==> config.mk <==
export PLATFORM = sky130hd
export DESIGN_NAME = xge_tx_arbiter
export DESIGN_NICKNAME = d
export VERILOG_FILES = /design/src/rtl/xge_tx_arb_pkg.sv /design/src/rtl/xge_rr_picker.sv /design/src/rtl/xge_tx_arbiter.sv
export SDC_FILE = /design/constraint.sdc
export NUM_CORES = 1
export LEC_CHECK = 0
export CAP_MARGIN = 25
export CORE_AREA = 4 4 167 169
export CTS_BUF_LIST = sky130_fd_sc_hd__clkbuf_16
export CTS_CLUSTER_DIAMETER = 60
export DETAILED_ROUTE_END_ITERATION = 12
export DIE_AREA = 0 0 171 173
export PLACE_DENSITY = 0.69
export SLEW_MARGIN = 20
export SYNTH_ARGS = -nofsm -noshare
export SYNTH_HDL_FRONTEND = slang
export SYNTH_SLANG_ARGS = --single-unit
==> constraint.sdc <==
create_clock -name clk_156m25 -period 4.5 [get_ports clk_156m25]
set_clock_uncertainty 0.1 [all_clocks]
set_input_delay 0.9 -clock clk_156m25 [delete_from_list [all_inputs] [get_ports clk_156m25]]
set_output_delay 0.9 -clock clk_156m25 [all_outputs]
set_load 0.02 [all_outputs]
==> src/rtl/xge_tx_arb_pkg.sv <==
// Shared types and constants for the packet-granular MAC transmit arbiter.
package xge_tx_arb_pkg;
  localparam int unsigned MAX_REQ = 8;
  localparam int unsigned DATA_W  = 64;
  localparam int unsigned MOD_W   = 3;
  localparam int unsigned ID_W    = 3;

  typedef enum logic {ST_IDLE, ST_XFER} state_t;
endpackage

==> src/rtl/xge_rr_picker.sv <==
// Combinational round-robin first-one search starting just above the pointer.
module xge_rr_picker
  import xge_tx_arb_pkg::*;
#(
  parameter int unsigned N = 4
) (
  input  logic [N-1:0]    req,
  input  logic [ID_W-1:0] ptr,
  output logic [ID_W-1:0] idx,
  output logic            found
);

  always_comb begin
    idx   = '0;
    found = 1'b0;
    for (int unsigned off = 1; off <= N; off++) begin
      if (!found && req[(32'(ptr) + off) % N]) begin
        found = 1'b1;
        idx   = ID_W'((32'(ptr) + off) % N);
      end
    end
  end

endmodule

==> src/rtl/xge_tx_arbiter.sv <==
// Round-robin arbiter that forwards whole packets from NUM_REQ sources onto
// the MAC pkt_tx_* interface, with registered outputs and saturating counters.
module xge_tx_arbiter
  import xge_tx_arb_pkg::*;
#(
  parameter int unsigned NUM_REQ = 4,
  parameter int unsigned CNT_W   = 16
) (
  input  logic                       clk_156m25,
  input  logic                       reset_156m25_n,
  input  logic [NUM_REQ-1:0]         req_en,
  input  logic [NUM_REQ-1:0]         req_val,
  input  logic [NUM_REQ-1:0]         req_sop,
  input  logic [NUM_REQ-1:0]         req_eop,
  input  logic [NUM_REQ*MOD_W-1:0]   req_mod,
  input  logic [NUM_REQ*DATA_W-1:0]  req_data,
  output logic [NUM_REQ-1:0]         req_rdy,
  input  logic                       pkt_tx_full,
  output logic                       pkt_tx_val,
  output logic                       pkt_tx_sop,
  output logic                       pkt_tx_eop,
  output logic [MOD_W-1:0]           pkt_tx_mod,
  output logic [DATA_W-1:0]          pkt_tx_data,
  output logic [ID_W-1:0]            grant_id,
  output logic                       busy,
  output logic                       err_sop,
  output logic                       err_nosop,
  output logic [NUM_REQ*CNT_W-1:0]   pkt_cnt
);

  state_t              state, state_nxt;
  logic [ID_W-1:0]     rr;
  logic                first_beat;
  logic [CNT_W-1:0]    cnt [NUM_REQ];
  logic [NUM_REQ-1:0]  cand;
  logic [ID_W-1:0]     pick_idx;
  logic                pick_found;
  logic                xfer;
  logic                sel_val, sel_sop, sel_eop;
  logic [MOD_W-1:0]    sel_mod;
  logic [DATA_W-1:0]   sel_data;

  assign cand = req_en & req_val & req_sop;
  assign busy = (state == ST_XFER);

  xge_rr_picker #(.N(NUM_REQ)) u_pick (
    .req   (cand),
    .ptr   (rr),
    .idx   (pick_idx),
    .found (pick_found)
  );

  always_comb begin
    sel_val  = 1'b0;
    sel_sop  = 1'b0;
    sel_eop  = 1'b0;
    sel_mod  = '0;
    sel_data = '0;
    for (int unsigned i = 0; i < NUM_REQ; i++) begin
      if (ID_W'(i) == grant_id) begin
        sel_val  = req_val[i];
        sel_sop  = req_sop[i];
        sel_eop  = req_eop[i];
        sel_mod  = req_mod[MOD_W*i +: MOD_W];
        sel_data = req_data[DATA_W*i +: DATA_W];
      end
    end
  end

  always_comb begin
    state_nxt = state;
    req_rdy   = '0;
    xfer      = 1'b0;
    case (state)
      ST_IDLE: if (pick_found) state_nxt = ST_XFER;
      ST_XFER: begin
        for (int unsigned i = 0; i < NUM_REQ; i++)
          req_rdy[i] = (ID_W'(i) == grant_id) && !pkt_tx_full;
        xfer = sel_val && !pkt_tx_full;
        if (xfer && sel_eop) state_nxt = ST_IDLE;
      end
      default: state_nxt = ST_IDLE;
    endcase
  end

  always_ff @(posedge clk_156m25 or negedge reset_156m25_n) begin
    if (!reset_156m25_n) begin
      state       <= ST_IDLE;
      grant_id    <= '0;
      rr          <= ID_W'(NUM_REQ - 1);
      first_beat  <= 1'b0;
      pkt_tx_val  <= 1'b0;
      pkt_tx_sop  <= 1'b0;
      pkt_tx_eop  <= 1'b0;
      pkt_tx_mod  <= '0;
      pkt_tx_data <= '0;
      err_sop     <= 1'b0;
      err_nosop   <= 1'b0;
      for (int unsigned i = 0; i < NUM_REQ; i++) cnt[i] <= '0;
    end else begin
      state      <= state_nxt;
      pkt_tx_val <= 1'b0;
      pkt_tx_sop <= 1'b0;
      pkt_tx_eop <= 1'b0;
      err_sop    <= 1'b0;
      err_nosop  <= 1'b0;
      if (state == ST_IDLE && pick_found) begin
        grant_id   <= pick_idx;
        first_beat <= 1'b1;
      end
      // Data/mod hold their last beat when idle; only the qualifiers drop.
      if (xfer) begin
        pkt_tx_val  <= 1'b1;
        pkt_tx_sop  <= sel_sop;
        pkt_tx_eop  <= sel_eop;
        pkt_tx_mod  <= sel_mod;
        pkt_tx_data <= sel_data;
        err_sop     <= !first_beat && sel_sop;
        err_nosop   <= first_beat && !sel_sop;
        first_beat  <= 1'b0;
        if (sel_eop) begin
          rr <= grant_id;
          for (int unsigned i = 0; i < NUM_REQ; i++)
            if (ID_W'(i) == grant_id && cnt[i] != '1)
              cnt[i] <= cnt[i] + CNT_W'(1);
        end
      end
    end
  end

  always_comb begin
    pkt_cnt = '0;
    for (int unsigned i = 0; i < NUM_REQ; i++)
      pkt_cnt[CNT_W*i +: CNT_W] = cnt[i];
  end

endmodule

==> flow_summary.toml <==
[clock_tree]
root_buffer = "clkbuf_16"
hold_buffers = 0
cts_resized = 0
cts_tree = "yes"
clk_latency_ns = 0.42
cts_sinks = 142
cts.path.max_buffers = 2
numCtsBuffers = 17
cts_max_level = 4
cts_setup_buffers = 0
cts.clk_slew.worst_paths_ns = 0.07

[power]
p_comb_frac = 0.499
leakagePower_uw = 0.00514
power_switching_uw = 2440
power_frac_seq = 0.300
vdd_ir_drop_max_mv = 0.288
powerDensity_nw_per_um2 = 526
swShare = 0.358
p_int_uw = 4380
clock_power_share = 0.201

[critical_path]
reg2reg_from = "grant_id[0]$_DFFE_PN0P_"
rr_endpoint = "pkt_tx_data[42]$_DFFE_PN0P_"
critPathMaxFanout = 6
r2r_slack_ns = 1.63
path_cells = "clkdlybuf4s50_1 -> or3b_4 -> nor2_1 -> clkdlybuf4s50_1"
max_stage_delay_ns = 0.62
worstSetupPathType = "in2out"
path_delay_family = "buffers and inverters"
crit_buf_inv = 2
crit_slowest_cell = "clkdlybuf4s50_1"
cp.arrival_ns = 2.59
startpoint_type = "input pin"
required_ns = 3.50
worstRegToRegCells = 3
crit_top_cell = "clkdlybuf4s50_1"
endpoint_kind = "primary output"

[sta]
slew_headroom = 0.327
layout_min_cycle_time_ns = 3.59
period_share = 0.799
finalSetupTns_ns = 0
setup_viol_count_final = 0
drv_slew = 0
rsz0062_at_grt = "false"
worst_pin_slew_ns = 1.01
fmaxAchievable_mhz = 278
hold_violations = 0

[floorplanning]
rows = 60
die_y_um = 173
core_um2 = 26600
fp.dieW_um = 171
initial_utilization = 0.290
fp.dieArea_um2 = 29600
ios = 431

[worst_hold_path]
hold_path_class = "in2async"

[final_layout]
nFillCells = 2407
regArea_um2 = 3560
final_nets = 1288
final_util = 0.488
syn2layout_area_growth_pct = 68.3
multi_input_area_um2 = 4000
layout-drive-gt1-share = 0.198

[global_route]
grt_usage = 0.195
antenna_found_initial = 4
grt_start_max_net_pins = 100
grt-ovfl-total = 0
grt_pass1_wl_um = 43800
grt_pass1_vias = 6920

[synthesis]
synth_top_cell_by_area = "dfrtp_1"
synthMuxAreaShare = 0.313
ys_seq_area_frac = 0.462
synthAdderAreaFrac = 0.00650
ys_warn_count = 0
synth_top_area_frac = 0.455
syn_nets = 861
ys_types = 51
synth_cells = 570
ys_seq_elements = 142
synth-simple-area-share = 0.108
syn_area_per_cell_um2 = 13.5
yosys-top-cells-area = "dfrtp_1 45%, mux4_2 20%, mux2_2 11%"
synth_compound_area_frac = 0.0279
synth_top_family_by_area = "multiplexers"
synthesis.area_um2 = 7700
synthXorXnorAreaFrac = 0.0625

[route]
wire_per_inst_um = 22.0
drt-initial-drc-count = 348
firstDrtPassIters = 7
vias_per_cell = 4.93
ant_nets = 0
drt_wl_total_um = 29800
vias = 6678
drc_errors = 0

[place]
gp_congestion = 0.881
dp_hpwl_um = 23600
numPortBuffers = 429

[flow_run]
maxCapViolations = 0

[status]
status = "finished clean"
[logic make-up after synthesis]
family | Yosys count
fa+ha+maj | 4
mux | 144
other cells | 1
xor+xnor | 55
compound gates | 27
flops | 142
buf+inv | 35
simple gates | 162
[per-stage QoR]
step / setup WS (ns) / std cells / total power, uW / instance area [um^2] / hold WS [ns]
2_1_floorplan: 1.91 / 570 / 3990 / 7700 / 0.317
3_3_place_gp: 0.927 / 1318 / 5480 / 12400 / 0.371
3_5_place_dp: 0.900 / 1318 / 5530 / 12400 / 0.369
4_1_cts: 0.896 / 1350 / 6930 / 12900 / 0.385
5_1_grt: 0.846 / 1355 / 7200 / 13000 / 0.241
6_report: 0.906 / 1355 / 6810 / 13000 / 0.248
[synthesized netlist by cell type, drive strengths merged]
cell       n
a2111oi    2
a211oi     2
a21o       2
a21oi      9
a2bb2oi    1
a31oi      2
and2       2
and3      11
and4       1
buf       19
clkbuf     7
conb       1
dfrtp    140
dfstp      2
ha         4
inv        9
mux2      73
mux2i      1
mux4      70
nand2     33
nand2b     1
nand3     29
nand3b     3
nand4     16
nand4b     1
nor2      37
nor2b      2
nor3       9
nor3b      1
nor4       5
o211ai     1
o21ai      6
o22ai      1
o2bb2ai    1
or2        7
or3        1
or3b       1
or4        2
xnor2     31
xor2      24
[cells in the final DEF (no fill, tap or decap), types with 6 or more instances in the layout]
master	instances
clkdlybuf4s50_1	428
dfrtp_1	138
mux2_2	73
mux4_2	70
nor2_1	37
nand2_1	32
xnor2_1	31
nand3_1	29
xor2_1	24
clkbuf_16	17
nand4_1	16
and3_1	11
inv_1	10
a21oi_1	8
nor3_1	8
or2_2	6
inv_6	6
[state kept, by name (all words and copies together), names as in the netlist]
| signal | flops |
|---|---|
| pkt_cnt | 64 |
| pkt_tx_data | 64 |
| pkt_tx_mod | 3 |
| grant_id | 2 |
| rr | 2 |
| busy | 1 |
| err_nosop | 1 |
| err_sop | 1 |
| first_beat | 1 |
| pkt_tx_eop | 1 |
| pkt_tx_sop | 1 |
| pkt_tx_val | 1 |
[worst max-delay path by stage]
stage | start | endpoint | slack, ns | cells past startpoint
after detailed placement | pkt_tx_full | req_rdy[1] | 0.90 | 4
after global routing | pkt_tx_full | req_rdy[1] | 0.85 | 4
final | pkt_tx_full | req_rdy[1] | 0.91 | 4
after CTS | pkt_tx_full | req_rdy[1] | 0.90 | 4
after floorplan | pkt_tx_full | req_rdy[0] | 1.91 | 2
after global placement | pkt_tx_full | req_rdy[1] | 0.93 | 4
[metal layers]
metal	track usage	vias to the layer above	share of wire
met5	0	-	0
met4	0.0522	0	0.014
met3	0.0576	20	0.081
met2	0.325	286	0.50
met1	0.246	3361	0.40
li1	-	3011	-
[power by group through the flow]
| stage | registers [uW] | logic, uW | clock network (uW) |
|---|---|---|---|
| 4_1_cts | 2060 | 3460 | 1410 |
| 3_3_place_gp | 2060 | 3420 | 0 |
| 3_5_place_dp | 2080 | 3450 | 0 |
| 5_1_grt | 2120 | 3610 | 1470 |
| 2_1_floorplan | 2410 | 1580 | 0 |
| 6_report | 2050 | 3400 | 1370 |
[worst reg2reg max path: stages (launching register included)]
cell and delay [ns]:
dfrtp_4 0.84, buf_4 0.81, mux4_2 0.74, mux2_2 0.29
[layout make-up]
| class | count | share of cell area |
|---|---|---|
| flip-flops and latches | 142 | 0.275 |
| multi-input cells | 393 | 0.308 |
| clock inverters | 15 | 0.0103 |
| clock buffers | 17 | 0.0328 |
| well taps | 341 | 0.0329 |
| diodes | 4 | 0.000772 |
| inverters | 9 | 0.00261 |
| repair buffers | 434 | 0.338 |
No activity file was read; power rests on OpenSTA's default activity.
